===== src/rtl/rgb_led_mode_ctrl.sv =====
// rgb_led_mode_ctrl: button-stepped LED brightness controller.
// Each btn_pe press advances the mode: off, LEVELS static levels, then party mode
// where every channel fades as an independent triangle wave. All channels share
// one prescaled PWM period counter; duties are latched only on period wrap so an
// output never sees a partial-period glitch.
// Optional build macro LED_GAMMA_EN: square-law correction on the latched duty.
module rgb_led_mode_ctrl #(
   parameter int unsigned CH        = 3,
   parameter int unsigned PWM_BITS  = 10,
   parameter int unsigned PRESC     = 100,
   parameter int unsigned LEVELS    = 3,
   parameter int unsigned FADE_STEP = 8,
   localparam int unsigned MW       = $clog2(LEVELS + 2)
) (
   input  logic          clk,
   input  logic          reset_p,
   input  logic          btn_pe,
   output logic [CH-1:0] pwm_out,
   output logic [MW-1:0] mode,
   output logic          party_mode_flag
);

   localparam int unsigned   PW        = (PRESC > 1) ? $clog2(PRESC) : 1;
   localparam int unsigned   DW        = PWM_BITS + 1;
   localparam logic [DW-1:0] FS        = {1'b1, {PWM_BITS{1'b0}}};
   localparam logic [MW-1:0] PARTY     = MW'(LEVELS + 1);
   localparam logic [PW-1:0] PRESC_MAX = PW'(PRESC - 1);

   logic [PW-1:0]       presc_q, presc_d;
   logic [PWM_BITS-1:0] cnt_q, cnt_d;
   logic                tick, wrap;
   logic [MW-1:0]       mode_q, mode_d;
   logic                party;
   logic [DW-1:0]       fade_q [CH];
   logic [DW-1:0]       fade_d [CH];
   logic [CH-1:0]       dir_q, dir_d;   // 1 = fading down
   logic [DW-1:0]       tgt    [CH];
   logic [DW-1:0]       lat    [CH];
   logic [DW-1:0]       act_q  [CH];
   logic [CH-1:0]       pwm_q, pwm_d;

   // Static level k maps to floor(k*FS/LEVELS); folds to a constant per k.
   function automatic logic [DW-1:0] level_duty(input int unsigned k);
      return DW'((k << PWM_BITS) / LEVELS);
   endfunction

   // Per-channel fade increment: channel c moves FADE_STEP*(c+1) per period.
   function automatic logic [31:0] step_of(input int unsigned c);
      return 32'(FADE_STEP * (c + 1));
   endfunction

   // Prescaler, period counter and mode sequencing next-state.
   always_comb begin
      tick    = (presc_q == PRESC_MAX);
      presc_d = tick ? '0 : presc_q + PW'(1);
      cnt_d   = tick ? cnt_q + PWM_BITS'(1) : cnt_q;
      wrap    = tick && (cnt_q == '1);
      party   = (mode_q == PARTY);
      mode_d  = mode_q;
      if (btn_pe) begin
         mode_d = (mode_q == PARTY) ? '0 : mode_q + MW'(1);
      end
   end

   // Timebase and mode registers.
   always_ff @(posedge clk or posedge reset_p) begin
      if (reset_p) begin
         presc_q <= '0;
         cnt_q   <= '0;
         mode_q  <= '0;
      end else begin
         presc_q <= presc_d;
         cnt_q   <= cnt_d;
         mode_q  <= mode_d;
      end
   end

   // Triangle fade per channel; held cleared whenever party mode is not active,
   // so entry into party always starts from 0/up.
   always_comb begin
      for (int unsigned c = 0; c < CH; c++) begin
         fade_d[c] = fade_q[c];
         dir_d[c]  = dir_q[c];
         if (!party) begin
            fade_d[c] = '0;
            dir_d[c]  = 1'b0;
         end else if (wrap) begin
            if (!dir_q[c]) begin
               if (32'(fade_q[c]) + step_of(c) >= 32'(FS)) begin
                  fade_d[c] = FS;
                  dir_d[c]  = 1'b1;
               end else begin
                  fade_d[c] = fade_q[c] + DW'(step_of(c));
               end
            end else begin
               if (32'(fade_q[c]) <= step_of(c)) begin
                  fade_d[c] = '0;
                  dir_d[c]  = 1'b0;
               end else begin
                  fade_d[c] = fade_q[c] - DW'(step_of(c));
               end
            end
         end
      end
   end

   // Fade state registers.
   always_ff @(posedge clk or posedge reset_p) begin
      if (reset_p) begin
         for (int unsigned c = 0; c < CH; c++) begin
            fade_q[c] <= '0;
         end
         dir_q <= '0;
      end else begin
         for (int unsigned c = 0; c < CH; c++) begin
            fade_q[c] <= fade_d[c];
         end
         dir_q <= dir_d;
      end
   end

   // Target duty selected by the current mode.
   always_comb begin
      for (int unsigned c = 0; c < CH; c++) begin
         tgt[c] = '0;
         if (party) begin
            tgt[c] = fade_q[c];
         end else begin
            for (int unsigned k = 1; k <= LEVELS; k++) begin
               if (mode_q == MW'(k)) begin
                  tgt[c] = level_duty(k);
               end
            end
         end
      end
   end

`ifdef LED_GAMMA_EN
   logic [2*DW-1:0] sq [CH];

   // Square-law correction: (t*t) >> PWM_BITS keeps 0 -> 0 and FS -> FS.
   always_comb begin
      for (int unsigned c = 0; c < CH; c++) begin
         sq[c]  = (2*DW)'(tgt[c]) * (2*DW)'(tgt[c]);
         lat[c] = DW'(sq[c] >> PWM_BITS);
      end
   end
`else
   // Linear build: latched duty is the target itself.
   always_comb begin
      for (int unsigned c = 0; c < CH; c++) begin
         lat[c] = tgt[c];
      end
   end
`endif

   // Comparator: counter is zero-extended so duty FS keeps the output high all period.
   always_comb begin
      for (int unsigned c = 0; c < CH; c++) begin
         pwm_d[c] = ({1'b0, cnt_q} < act_q[c]);
      end
   end

   // Active duty latched on period wrap; registered PWM outputs.
   always_ff @(posedge clk or posedge reset_p) begin
      if (reset_p) begin
         for (int unsigned c = 0; c < CH; c++) begin
            act_q[c] <= '0;
         end
         pwm_q <= '0;
      end else begin
         if (wrap) begin
            for (int unsigned c = 0; c < CH; c++) begin
               act_q[c] <= lat[c];
            end
         end
         pwm_q <= pwm_d;
      end
   end

   assign pwm_out         = pwm_q;
   assign mode            = mode_q;
   assign party_mode_flag = party;

endmodule


===== config.mk =====
export PLATFORM = sky130hd
export DESIGN_NAME = rgb_led_mode_ctrl
export DESIGN_NICKNAME = d
export VERILOG_FILES = /design/src/rtl/rgb_led_mode_ctrl.sv
export SDC_FILE = /design/constraint.sdc
export NUM_CORES = 1
export LEC_CHECK = 0
export ABC_AREA = 0
export BUFFER_PORTS_ARGS = -buffer_cell sky130_fd_sc_hd__buf_2
export CAP_MARGIN = 25
export CORE_MARGIN = 1
export CORE_UTILIZATION = 50
export DETAILED_ROUTE_END_ITERATION = 8
export GPL_ROUTABILITY_DRIVEN = 0
export PLACE_DENSITY = 0.71
export SYNTH_ARGS = -nofsm -noshare
export SYNTH_HDL_FRONTEND = slang
export SYNTH_SLANG_ARGS = --single-unit

===== constraint.sdc =====
create_clock -name clk -period 2.05 [get_ports clk]
set_clock_uncertainty 0.15 [all_clocks]
set_input_delay 0.205 -clock clk [delete_from_list [all_inputs] [get_ports clk]]
set_output_delay 0.205 -clock clk [all_outputs]
set_load 0.02 [all_outputs]

==> results.cfg, run 1 <==
[status]
status = completed

[setup_path]
path_max_fanout = 2
timing.rr.start = fade_q[28]$_DFFE_PP0P_
cp.required_ns = 2.19
startpoint_type = register
path_class = reg -> reg
critical_path.startpoint = fade_q[28]$_DFFE_PP0P_
worstPathArrival_ns = 2.17
critPathCaptureType = register

[clock_tree]
cts_tree = yes
path_clk_slew_ns = 0.08
numCtsBuffers = 9
insertion_delay_ns = 0.35
htree_levels = 3
cts.sinks = 74
clockRootBuffer = clkbuf_8
clk_path_buf_depth = 2

[final_layout]
antennaDiodeCount = 0
syn2layout_area_growth_pct = 15.4
fin_nets = 614
drive_gt1_frac = 0.190
final_design_area_no_fill_um2 = 5690

[synthesis]
avgSynthCellArea_um2 = 9.17
yosysSeqAreaShare = 0.376
ys_warn_count = 0
ys_ff_latch = 74
synth_area_leaders = dfrtp_1, ha_1, a21oi_1
ys_async_sr_fraction = 1.00
synthCells = 538
synth_area_leader_cell = dfrtp_1
synth_cell_types = 74
synthesis.nets = 579
synth_edf_count = 0
synth_top_area_frac = 0.376
syn_area_um2 = 4930
synthFlopType = dfrtp_1

[routing]
drc = 0
vias_per_cell = 5.97
drt_iter0_markers = 132
dr.pass1.iters = 4
ant_nets = 0
wl_per_cell_um = 16.5
routed_wl_um = 11600
route.vias.total = 4224

[global_route]
grt_max_degree = 63
grt_pass1_vias = 4048
antenna_found_initial = 0
grt_pass1_wl_um = 19900
grt_usage = 0.248
overflow = 0

[pwr]
p_leak_nw = 2.53
vdd_ir_drop_max_v = 0.000358
power.density_nw_per_um2 = 585

[die]
rows = 35
core_area_um2 = 9420
initial_core_util = 0.524
die_x_um = 101
die_area_um2 = 10300
die_y_um = 101
ios = 10

[timing]
slew_headroom = 0.705
period_needed_ns = 2.03
rsz0062_at_grt = yes
slew_viol_final = 0
max_freq_mhz = 492
hold_violations = 0
worst_pin_slew_ns = 0.442
finalSetupViolCount = 0
tns_ns = 0
post-route-period-util = 0.991

[placed_design]
dp_hpwl_um = 7930
placed_cell_area_um2 = 5340
portBuffers = 9

[run]
drv_cap = 0

[min_path]
min_path_type = in -> async
## final timing paths
path | to | slack (ns) | cells past startpoint
max | fade_q[32]$_DFFE_PP0P_ | 0.02 | 5
min | fade_q[7]$_DFFE_PP0P_ | 0.21 | 3
max reg2reg | fade_q[32]$_DFFE_PP0P_ | 0.02 | 5
min reg2reg | presc_q[0]$_DFF_PP0_ | 0.31 | 1
max in group asynchronous | fade_q[25]$_DFFE_PP0P_ | 0.91 | 4
min in group clk | presc_q[0]$_DFF_PP0_ | 0.31 | 1
## cells in the final DEF (no fill, tap or decap), types with 7 or more instances in the layout
| cell | count |
|---|---|
| nand2_1 | 27 |
| ha_1 | 37 |
| a21oi_1 | 59 |
| nor3_1 | 16 |
| xnor2_1 | 11 |
| a211oi_1 | 27 |
| nand3_1 | 23 |
| clkbuf_8 | 10 |
| nand4_1 | 7 |
| o21ai_0 | 26 |
| dfrtp_1 | 73 |
| buf_4 | 44 |
| o31ai_1 | 7 |
| nor2_1 | 24 |
| buf_2 | 9 |
| inv_1 | 35 |
| a21o_1 | 8 |
## metrics by stage
stage	util	setup WS (ns)	cells	power (W)	hold slack (ns)
finish	0.604	0.0179	707	0.00333	0.205
global route	0.604	-0.0372	707	0.00346	0.236
CTS	0.596	0.000929	705	0.00335	0.205
detailed placement	0.567	0.0464	686	0.00202	0.0427
global placement	0.567	0.0585	686	0.00201	0.0431
floorplan	-	0.0121	538	0.00182	0.154
## final cells by class
type | instances | area [um2]
clock buffers | 11 | 141
clock inverters | 5 | 77.6
fillers | 818 | 3730
inverters | 39 | 150
multi-input cells | 389 | 2810
flip-flops and latches | 74 | 1850
well taps | 129 | 161
repair buffers | 60 | 499
## logic make-up after synthesis
kind of cell,synth area share
simple gates,0.178
flops,0.376
buf+inv,0.0690
compound gates,0.243
xor+xnor,0.0284
mux,0.00964
fa+ha+maj,0.0964
## state kept, by name, summed over array words and instances (netlist names)
register / cells
presc_q: 7
dir_q: 3
fade_q: 23
pwm_out: 3
act_q: 25
cnt_q: 10
mode: 3
## synth_stat cells, types with 3 or more instances
cell and count:
o21a_1 3, o2111ai_1 3, and3_1 4, nor3_1 17, inv_1 39, o22ai_1 4, nand2b_1 6, and2_0 3
nand4_1 7, o21ai_1 3, and4_1 3, a31oi_1 5, buf_6 5, o31ai_1 7, nand2_1 27, clkbuf_1 19
or2_2 3, nand3_1 23, nor4_1 5, nor2_1 25, a21oi_1 59, ha_1 38, or3_1 4, buf_4 3
dfrtp_1 74, xor2_1 5, buf_2 8, and2_1 5, a21o_1 8, o21ai_0 26, a22oi_1 6, xnor2_1 11
a311o_1 4, a211oi_1 27
## per-layer routing
metal / routed length [um] / vias up / part of all wire / GRT usage
li1: - / 2046 / - / -
met1: 5420 / 2053 / 0.47 / 0.337
met2: 5610 / 113 / 0.48 / 0.407
met3: 523 / 12 / 0.045 / 0.0476
met4: 94 / 0 / 0.0081 / 0.0658
met5: 0 / - / 0 / 0
## critical path, stage by stage, from the launching register on
cell     delay, ns
dfrtp_1       0.39
or4_4         0.56
nor3_4        0.18
mux2_4        0.31
a211o_1       0.27
a21oi_2       0.11
## where the power goes
group          internal, W  switching (W)
sequential         0.00148      0.0000313
combinational     0.000184       0.000356
clock             0.000715       0.000556
## what timing repair did
action	4_1_cts	5_1_grt
endpoints found under the setup margin	1	13
setup buffers	0	2
pin swaps	0	2
resized for setup	0	15
gates cloned	1	0
hold buffers	2	0
hold endpoints to repair	15	0
Power figures use the tool's default switching activity.
==> run 2: changes to the inputs <==
Clock period 2.05 ns to 1.7 ns, I/O delays scaled along.
==> run 2 against run 1 <==
The flow now finishes with violations (negative setup slack). Cell area is 28% higher. Register-to-register slack worse by 0.41 ns. Final cell count is 16% higher. Sequential cell count stayed put. Global-route usage is 6.0 points higher. Worst setup slack worse by 0.41 ns. Maximum frequency is 2.7% lower. Critical endpoint is now act_q[27]$_DFFE_PP0P_. Highest routed layer unchanged.
==> results.cfg, run 2 (synthesis gave the netlist of run 1 again) <==
[setup_path]
critical_path.startpoint = presc_q[0]$_DFF_PP0_
timing.rr.start = presc_q[0]$_DFF_PP0_
cp.required_ns = 1.79
cp_slowest_cell = dfrtp_1
worstRegToRegCells = 7
critPathMaxStageDelay_ns = 0.38
path_depth = 7
critPathCaptureType = register
endpoint = act_q[27]$_DFFE_PP0P_
path_class = reg -> reg
critPathBufInv = 2
r2r-end = act_q[27]$_DFFE_PP0P_
path_cells = ha_2 -> and4bb_2 -> nand4_4 -> buf_12 -> buf_4 -> a211oi_4 -> a21oi_1
path_max_fanout = 5
reg2reg_slack_ns = -0.39
crit_family = simple AND/OR/NAND/NOR gates
startpoint_type = register
worstPathArrival_ns = 2.18

[run]
drv_cap = 0

[pwr]
switching_share = 0.329
switchingPower_w = 0.00149
p_leak_nw = 3.23
power.density_nw_per_um2 = 624
pwr-share-seq = 0.407
power.internal_w = 0.00304
clkPwrFrac = 0.315
power_frac_comb = 0.279
vdd_ir_drop_max_v = 0.000408

[global_route]
antenna_found_initial = 0
grt_max_degree = 38
grt_usage = 0.308
overflow = 0
grt_pass1_vias = 4780
grt_pass1_wl_um = 24100

[final_layout]
drive_gt1_frac = 0.441
final_cell_mix = buf_4, dfrtp_1, a21oi_1
top_regs = act_q: 25 flops, fade_q: 23 flops, cnt_q: 10 flops
fin_nets = 727
fillers = 558
syn2layout_area_growth_pct = 47.4
fin_util = 0.772
final_common_cell = buf_4
antennaDiodeCount = 0
largest_reg_flops = 25
top_register = act_q

[clock_tree]
numCtsBuffers = 9
clk_path_buf_depth = 2
path_clk_slew_ns = 0.09
htree_levels = 3
clockRootBuffer = clkbuf_8
insertion_delay_ns = 0.37
cts_tree = yes
cts.sinks = 74

[die]
initial_core_util = 0.524
die_y_um = 101
die_x_um = 101
rows = 35
ios = 10
core_area_um2 = 9420
die_area_um2 = 10300

[routing]
wl_per_cell_um = 22.9
route.vias.total = 5346
drc = 0
drt_iter0_markers = 643
dr.pass1.iters = 5
routed_wl_um = 18700
ant_nets = 0
vias_per_cell = 6.52

[timing]
post-route-period-util = 1.23
hold_violations = 0
worst_pin_slew_ns = 0.528
tns_ns = -14.71
final.setup.worst_slack_ns = -0.388
slew_headroom = 0.647
rsz0062_at_grt = yes
slew_viol_final = 0
period_needed_ns = 2.09
finalSetupViolCount = 62
max_freq_mhz = 479

[status]
status = complete, but fails checks
violations = negative setup slack

[placed_design]
dp_hpwl_um = 9620
portBuffers = 9

[min_path]
min_path_type = in -> async
run 2: cell count changes in the layout (fill, tap and decap cells not counted), sizes merged:
cell and delta:
buf +109, inv +1, bufinv -1, clkinvlp +2
clkbuf +3, clkinv -1
run 2: power groups by stage:
| stage | Sequential (W) | Combinational, W | Clock, W |
|---|---|---|---|
| after floorplan | 0.00190 | 0.000347 | 0 |
| after global placement | 0.00186 | 0.000777 | 0 |
| after detailed placement | 0.00186 | 0.000797 | 0 |
| after CTS | 0.00183 | 0.00106 | 0.00140 |
| after global routing | 0.00184 | 0.00130 | 0.00149 |
| final | 0.00184 | 0.00126 | 0.00143 |
run 2: metrics by stage:
step | hold WS, ns | area [um2] | cells | power [W] | worst slack (ns)
after floorplan | 0.119 | 5050 | 538 | 0.00225 | -0.338
after global placement | 0.0675 | 5980 | 754 | 0.00263 | -0.292
after global routing | 0.265 | 7270 | 820 | 0.00463 | -0.523
after detailed placement | 0.0805 | 5980 | 754 | 0.00266 | -0.293
final | 0.240 | 7270 | 820 | 0.00453 | -0.388
after CTS | 0.240 | 6800 | 802 | 0.00429 | -0.262
run 2: area by class of cell:
type                       instances  area, um2  share of cell area
multi-input combinational        389       3290               0.453
sequential                        74       1860               0.255
timing repair buffer             173       1610               0.221
tap                              129        161              0.0222
inverter                          39        160              0.0220
clock buffer                      10        128              0.0176
clock inverter                     6       66.3             0.00912
run 2: how the worst min path moves through the flow:
stage / end / from / slack (ns)
after floorplan: mode[2]$_DFFE_PP0P_ / btn_pe / 0.12
after global placement: mode[1]$_DFFE_PP0P_ / reset_p / 0.07
after detailed placement: mode[1]$_DFFE_PP0P_ / reset_p / 0.08
after CTS: mode[0]$_DFFE_PP0P_ / reset_p / 0.24
after global routing: mode[0]$_DFFE_PP0P_ / reset_p / 0.26
final: fade_q[31]$_DFFE_PP0P_ / reset_p / 0.24
run 2: timing repair:
action | in CTS | in global routing
setup endpoints to repair | 60 | 67
hold endpoints to repair | 19 | 0
resized for setup | 83 | 68
buffers inserted | 28 | 17
pin swaps | 21 | 38
cloned | 2 | 4
hold buffers | 2 | 0
run 2: metal layers:
metal  part of all wire  vias up  track usage
met4              0.064        0        0.101
met5                  0        -            0
met1               0.37     2573        0.391
met2               0.48      365        0.520
met3              0.084      130       0.0690
li1                   -     2278            -
run 2: tightest hold or removal path, delay by kind of cell:
kind / cells / cell delay, ns
buffers and inverters: 3 / 1.02
